$ cat config.mk
export PLATFORM = sky130hd
export DESIGN_NAME = gate_tester
export DESIGN_NICKNAME = d
export VERILOG_FILES = /design/src/rtl/gate_tester_pkg.sv /design/src/rtl/gate_ref_model.sv /design/src/rtl/gate_tester.sv
export SDC_FILE = /design/constraint.sdc
export NUM_CORES = 1
export LEC_CHECK = 0
export ABC_AREA = 1
export CAP_MARGIN = 20
export CELL_PAD_IN_SITES_DETAIL_PLACEMENT = 0
export CELL_PAD_IN_SITES_GLOBAL_PLACEMENT = 1
export CORE_ASPECT_RATIO = 0.8
export CORE_MARGIN = 2
export CORE_UTILIZATION = 36
export DETAILED_ROUTE_END_ITERATION = 7
export GPL_TIMING_DRIVEN = 0
export PLACE_DENSITY_LB_ADDON = 0.1
export SLEW_MARGIN = 0
export SYNTH_ARGS = -nofsm -noshare
export SYNTH_HDL_FRONTEND = slang
export SYNTH_HIERARCHICAL = 1
export SYNTH_SLANG_ARGS = --single-unit
$ cat constraint.sdc
create_clock -name clk -period 1.73 [get_ports clk]
set_clock_uncertainty 0.1 [all_clocks]
set_input_delay 0.173 -clock clk [delete_from_list [all_inputs] [get_ports clk]]
set_output_delay 0.173 -clock clk [all_outputs]
set_load 0.01 [all_outputs]
$ cat src/rtl/gate_tester_pkg.sv
// Shared definitions for the primitive-gate exerciser: FSM state encodings and
// the GATE_OP function codes understood by gate_ref_model.
package gate_tester_pkg;

  typedef logic [1:0] state_t;

  localparam state_t IDLE   = 2'd0;
  localparam state_t SETTLE = 2'd1;
  localparam state_t SAMPLE = 2'd2;
  localparam state_t DONE   = 2'd3;

  localparam int OP_AND  = 0;
  localparam int OP_OR   = 1;
  localparam int OP_NAND = 2;
  localparam int OP_NOR  = 3;
  localparam int OP_XOR  = 4;
  localparam int OP_XNOR = 5;

  function automatic logic op_legal(input int op);
    return (op >= OP_AND) && (op <= OP_XNOR);
  endfunction

endpackage

$ cat src/rtl/gate_ref_model.sv
// Combinational reference for a primitive gate: reduction of every stim bit
// according to GATE_OP. Reusable by any bench that needs the golden output.
module gate_ref_model
  import gate_tester_pkg::*;
#(
  parameter int N_INPUTS = 2,
  parameter int GATE_OP  = 0
) (
  input  logic [N_INPUTS-1:0] stim,
  output logic                exp_y
);

  if (!op_legal(GATE_OP)) begin : g_bad_op
    $error("gate_ref_model: illegal GATE_OP %0d", GATE_OP);
  end

  always_comb begin
    case (GATE_OP)
      OP_AND:  exp_y = &stim;
      OP_OR:   exp_y = |stim;
      OP_NAND: exp_y = ~&stim;
      OP_NOR:  exp_y = ~|stim;
      OP_XOR:  exp_y = ^stim;
      OP_XNOR: exp_y = ~^stim;
      default: exp_y = 1'b0;
    endcase
  end

endmodule

$ cat src/rtl/gate_tester.sv
// Exhaustive sweep driver/checker for a primitive gate: walks stim through all
// input combinations, samples dut_y after a settle window and tallies mismatches.
module gate_tester
  import gate_tester_pkg::*;
#(
  parameter int N_INPUTS      = 2,
  parameter int GATE_OP       = 0,
  parameter int SETTLE_CYCLES = 2
) (
  input  logic                clk,
  input  logic                rst,
  input  logic                start,
  output logic [N_INPUTS-1:0] stim,
  input  logic                dut_y,
  output logic                busy,
  output logic                done,
  output logic                pass,
  output logic [N_INPUTS:0]   err_count,
  output logic                fail_valid,
  output logic [N_INPUTS-1:0] first_fail
);

  if (N_INPUTS < 1 || N_INPUTS > 8) begin : g_bad_width
    $error("gate_tester: N_INPUTS %0d outside 1..8", N_INPUTS);
  end
  if (SETTLE_CYCLES < 1 || SETTLE_CYCLES > 15) begin : g_bad_settle
    $error("gate_tester: SETTLE_CYCLES %0d outside 1..15", SETTLE_CYCLES);
  end

  localparam logic [3:0]          SETTLE_LAST = 4'(SETTLE_CYCLES - 1);
  localparam logic [N_INPUTS-1:0] STIM_LAST   = '1;
  localparam logic [N_INPUTS-1:0] STIM_ONE    = N_INPUTS'(1);

  state_t              r_state;
  logic [3:0]          r_settle_cnt;
  logic [N_INPUTS-1:0] r_stim;
  logic                r_busy;
  logic                r_done;
  logic                r_pass;
  logic [N_INPUTS:0]   r_err_count;
  logic                r_fail_valid;
  logic [N_INPUTS-1:0] r_first_fail;

  logic                w_exp_y;
  logic                w_mismatch;
  logic [N_INPUTS:0]   w_err_next;

  gate_ref_model #(
    .N_INPUTS (N_INPUTS),
    .GATE_OP  (GATE_OP)
  ) u_ref (
    .stim  (r_stim),
    .exp_y (w_exp_y)
  );

  // X-pessimistic: an unknown gate output never counts as a match.
  assign w_mismatch = (dut_y !== w_exp_y);
  assign w_err_next = r_err_count + (N_INPUTS + 1)'(w_mismatch);

  always_ff @(posedge clk) begin
    if (rst) begin
      r_state      <= IDLE;
      r_settle_cnt <= 4'd0;
      r_stim       <= '0;
      r_busy       <= 1'b0;
      r_done       <= 1'b0;
      r_pass       <= 1'b0;
      r_err_count  <= '0;
      r_fail_valid <= 1'b0;
      r_first_fail <= '0;
    end else begin
      case (r_state)
        IDLE, DONE: begin
          if (start) begin
            r_state      <= SETTLE;
            r_settle_cnt <= 4'd0;
            r_stim       <= '0;
            r_busy       <= 1'b1;
            r_done       <= 1'b0;
            r_pass       <= 1'b0;
            r_err_count  <= '0;
            r_fail_valid <= 1'b0;
            r_first_fail <= '0;
          end
        end
        SETTLE: begin
          r_settle_cnt <= r_settle_cnt + 4'd1;
          if (r_settle_cnt == SETTLE_LAST) begin
            r_state <= SAMPLE;
          end
        end
        SAMPLE: begin
          r_err_count <= w_err_next;
          if (w_mismatch && !r_fail_valid) begin
            r_fail_valid <= 1'b1;
            r_first_fail <= r_stim;
          end
          // Last vector is caught here so stim never wraps past all-ones.
          if (r_stim == STIM_LAST) begin
            r_state <= DONE;
            r_busy  <= 1'b0;
            r_done  <= 1'b1;
            r_pass  <= (w_err_next == '0);
          end else begin
            r_state      <= SETTLE;
            r_stim       <= r_stim + STIM_ONE;
            r_settle_cnt <= 4'd0;
          end
        end
        default: begin
          r_state <= IDLE;
        end
      endcase
    end
  end

  assign stim       = r_stim;
  assign busy       = r_busy;
  assign done       = r_done;
  assign pass       = r_pass;
  assign err_count  = r_err_count;
  assign fail_valid = r_fail_valid;
  assign first_fail = r_first_fail;

endmodule
==> summary.txt, run 1 <==
Clock network
  • H-tree lvl count: 1
  • Post-CTS Hold Buffers: 0
  • Worst skew pair latency: 0.29 ns
  • CTS max path bufs: 2
  • Clock sinks: 17
  • Clk slew on worst S/H paths: 0.10 ns
  • CTS Buf Count: 3
  • CTS root buf: clkbuf_4
  • TritonCTS clock tree: done

Placed design
  • DP HPWL: 1350 microns
  • Routability cong.: 0.726
  • Dpl cells: 165
  • Placed inst area: 1070 sq um
  • PortBufs: 14
  • Dpl ws: -0.0738 ns

Die
  • Die height: 48.5 microns
  • Die W: 59.7 microns
  • # rows: 16
  • Starting Density: 0.371
  • Die Area: 2890 sq um
  • Io pins: 15
  • Core box area: 2400 sq um

Worst hold path
  • Hold path depth: 2
  • Worst Min Path Start: busy
  • Min-Delay Path Class: reg2reg
  • Hold EP: busy

Logic synthesis
  • Share of the synthesized area in the top cell type: 0.381
  • Top post-synthesis cells by count: 28 x nand2_1, 22 x inv_1, 17 x dfxtp_1
  • Asr flop ratio synth: 0
  • Fraction of the yosys area taken by sequential cells: 0.381
  • Top_reg_cell synth: dfxtp_1
  • Post-Syn Area: 892 sq um
  • Mapped Nets: 136
  • Synth Register Bits: 17
  • Netlist cell types: 18
  • Post-synthesis simple-gate area fraction: 0.279
  • Compound-Gate Fraction of Synth Area: 0.121
  • Post-synth EDFFs: 0
  • Post-Synthesis Cells: 124
  • Mean Syn Cell Area: 7.19 sq um
  • Xor and xnor area share after synthesis: 0.00982
  • Ys Warns: 6
  • Synth Area in Adders: 0.112
  • Largest family of logic cells by synthesized area: simple AND/OR/NAND/NOR gates
  • Largest area contributor in the netlist: dfxtp_1
  • Mux contribution to synthesized area: 0
  • Largest cells by area after synthesis: dfxtp_1 38%, nand2_1 12%, ha_1 11%
  • Most common cell in the netlist: nand2_1

STA
  • Slew @ Worst Pin: 0.528 ns
  • Fin crit period: 1.64 ns
  • Final period util: 0.947
  • Final hold slack: 0.348 ns
  • Headroom to the max-slew limit: 0.648
  • Fin. Hold Viols: 0
  • RSZ-0062 raised after global routing: false
  • Setup TNS: 0 ns
  • Final Max Tran Viols: 0
  • Worst Setup Slack, final: 0.0925 ns
  • Setup-failing EPs final: 0
  • F_max: 611 MHz

GRT
  • M1 GR Usage: 0.193
  • Initial antenna violation count: 0
  • Met2 Usage GRT: 0.216
  • GRT overflow: 0
  • Vias in the first global route: 744
  • GRT Util Overall: 0.141
  • Largest net degree at the start of global routing: 11
  • GR peak layer: met2
  • First-pass GRT wire length: 3150 microns
  • Met3 usage: 0.0508

Setup path
  • Worst Setup SP: stim[0]
  • CP Class: reg2reg
  • Slowest cell on crit path: dfxtp_4
  • Critical path cell sequence: nand2_2 -> inv_2 -> inv_2 -> nand2_2 -> nand2_2 -> inv_2 -> ha_2 -> ha_4 -> xnor2_2 -> or2_1 -> a21oi_2
  • Crit-path max cell delay: 0.37 ns
  • RR Startpoint: stim[0]
  • Worst R2R End: err_count[2]
  • R2R cell count: 11
  • Critical path required time: 1.86 ns
  • Critical Path End Type: register
  • Worst-path fanout max: 4
  • Startpoint Class: register
  • R2r setup slk: 0.09 ns
  • Arrival time worst endpoint: 1.77 ns

Pwr
  • P_int: 0.673 mW
  • Pwr Density: 936 nW/um^2
  • Leak pwr: 0.469 nW
  • Sw Pwr: 0.406 mW
  • Logic pwr share: 0.368
  • Reg power frac: 0.432
  • Switching Fraction: 0.376
  • Worst vdd ir: 0.483 mV
  • Clock power share: 0.200

Detailed routing
  • 1st-pass router iterations: 4
  • Vias per cell: 4.64
  • DRT iter0 DRCs: 27
  • # DRC: 0
  • Routed Antenna Nets: 0
  • Post-DR wirelength/cell: 10.7 microns
  • Routed wire length: 1810 microns
  • Total number of vias: 788

Layout
  • Area of the multi-input gates: 509 sq um
  • Fill count: 248
  • Fin nets: 156
  • Layout cells sized above 1: 0.203
  • Reg area: 349 sq um
  • Final std cells w/o fill: 170
  • Diode count: 0
  • Area growth syn-to-layout: 29.2%
  • Design area: 1150 sq um

Run status
  • Status: finished, final reports clean

Job
  • Max-Cap Viols: 0
==> timing repair <==
action / in CTS / in global routing
setup endpoints to repair: 1 / 4
gates resized for setup: 1 / 19
pin swaps: 0 / 3
setup buffers: 0 / 1
endpoints found under the hold margin: 0 / 0
==> cell families (layout without fill, tap and decap cells) <==
family	Yosys count	count (layout)
flip-flops	17	17
XOR/XNOR	1	1
AND/OR/NAND/NOR	55	55
buffers and inverters	23	42
adder cells (fa/ha/maj)	8	8
AO/OA/AOI/OAI	20	20
==> worst max path at each step <==
stage / to / slack (ns) / cells after the start
after CTS: err_count[2] / 0.05 / 10
after global routing: err_count[2] / 0.006 / 11
after floorplan: err_count[2] / 0.09 / 10
after global placement: err_count[2] / -0.07 / 9
final: err_count[2] / 0.09 / 11
after detailed placement: err_count[2] / -0.07 / 9
==> sequential cells by signal (all words and copies together), names as in the netlist <==
register      flops
done              1
r_settle_cnt      4
fail_valid        1
err_count         3
r_state           2
stim              2
busy              1
pass              1
first_fail        2
==> layout make-up <==
cell class | count | area share
plain buffers | 1 | 0.00326
clock buffers | 4 | 0.0228
inverters | 22 | 0.0717
repair buffers | 15 | 0.128
well taps | 27 | 0.0293
flip-flops and latches | 17 | 0.303
multi-input cells | 84 | 0.442
==> layout by cell type, fill, tap and decap left out <==
cell type and n:
buf_4 1, nor3_1 1, nand2_4 2, dfxtp_1 14, nor2_2 4, ha_1 6, ha_4 1, nand2_1 24
o21ai_1 1, clkdlybuf4s50_1 14, xnor2_2 1, inv_1 19, o21ai_2 2, nand3_1 6, inv_2 3, or2_1 2
dfxtp_2 1, clkbuf_4 3, a21oi_1 13, dfxtp_4 2, ha_2 1, nor2_1 9, clkbuf_1 2, nand2_2 6
a21oi_2 1, nor3_2 1, o21ai_0 3
==> power groups by stage <==
| stage | sequential (mW) | clock (mW) | combinational [mW] |
|---|---|---|---|
| after floorplan | 0.473 | 0 | 0.286 |
| after global routing | 0.472 | 0.258 | 0.464 |
| after global placement | 0.474 | 0 | 0.387 |
| after detailed placement | 0.476 | 0 | 0.389 |
| final | 0.466 | 0.215 | 0.397 |
| after CTS | 0.468 | 0.231 | 0.391 |
==> worst max-delay path: cells and delay by family (launching register included) <==
family                   cells  cell delay [ns]
AND/OR/NAND/NOR              4             0.42
flip-flops                   1             0.37
adder cells (fa/ha/maj)      2             0.33
XOR/XNOR                     1             0.13
AO/OA/AOI/OAI                1             0.12
buffers and inverters        3             0.11
==> per-stage QoR <==
stage | utilization | total power, mW
6_report | 0.480 | 1.08
5_1_grt | 0.480 | 1.19
4_1_cts | 0.455 | 1.09
3_5_place_dp | 0.444 | 0.865
3_3_place_gp | 0.444 | 0.861
2_1_floorplan | - | 0.759
==> routing by layer <==
| metal | vias up | share of wire | routed length (microns) |
|---|---|---|---|
| met5 | - | 0 | 0 |
| met4 | 0 | 0.0055 | 10 |
| met3 | 2 | 0.042 | 76 |
| met2 | 16 | 0.44 | 800 |
| met1 | 342 | 0.51 | 924 |
| li1 | 428 | - | - |
No activity file was read; power rests on OpenSTA's default activity.
==> run 2: changes to the inputs <==
Settings changed: ABC_CLOCK_PERIOD_IN_PS from default to 1730, SKIP_CTS_REPAIR_TIMING from default to 1.
==> results of run 2 <==
Same layout as run 1: the final DEF is identical, and so are final timing and power.
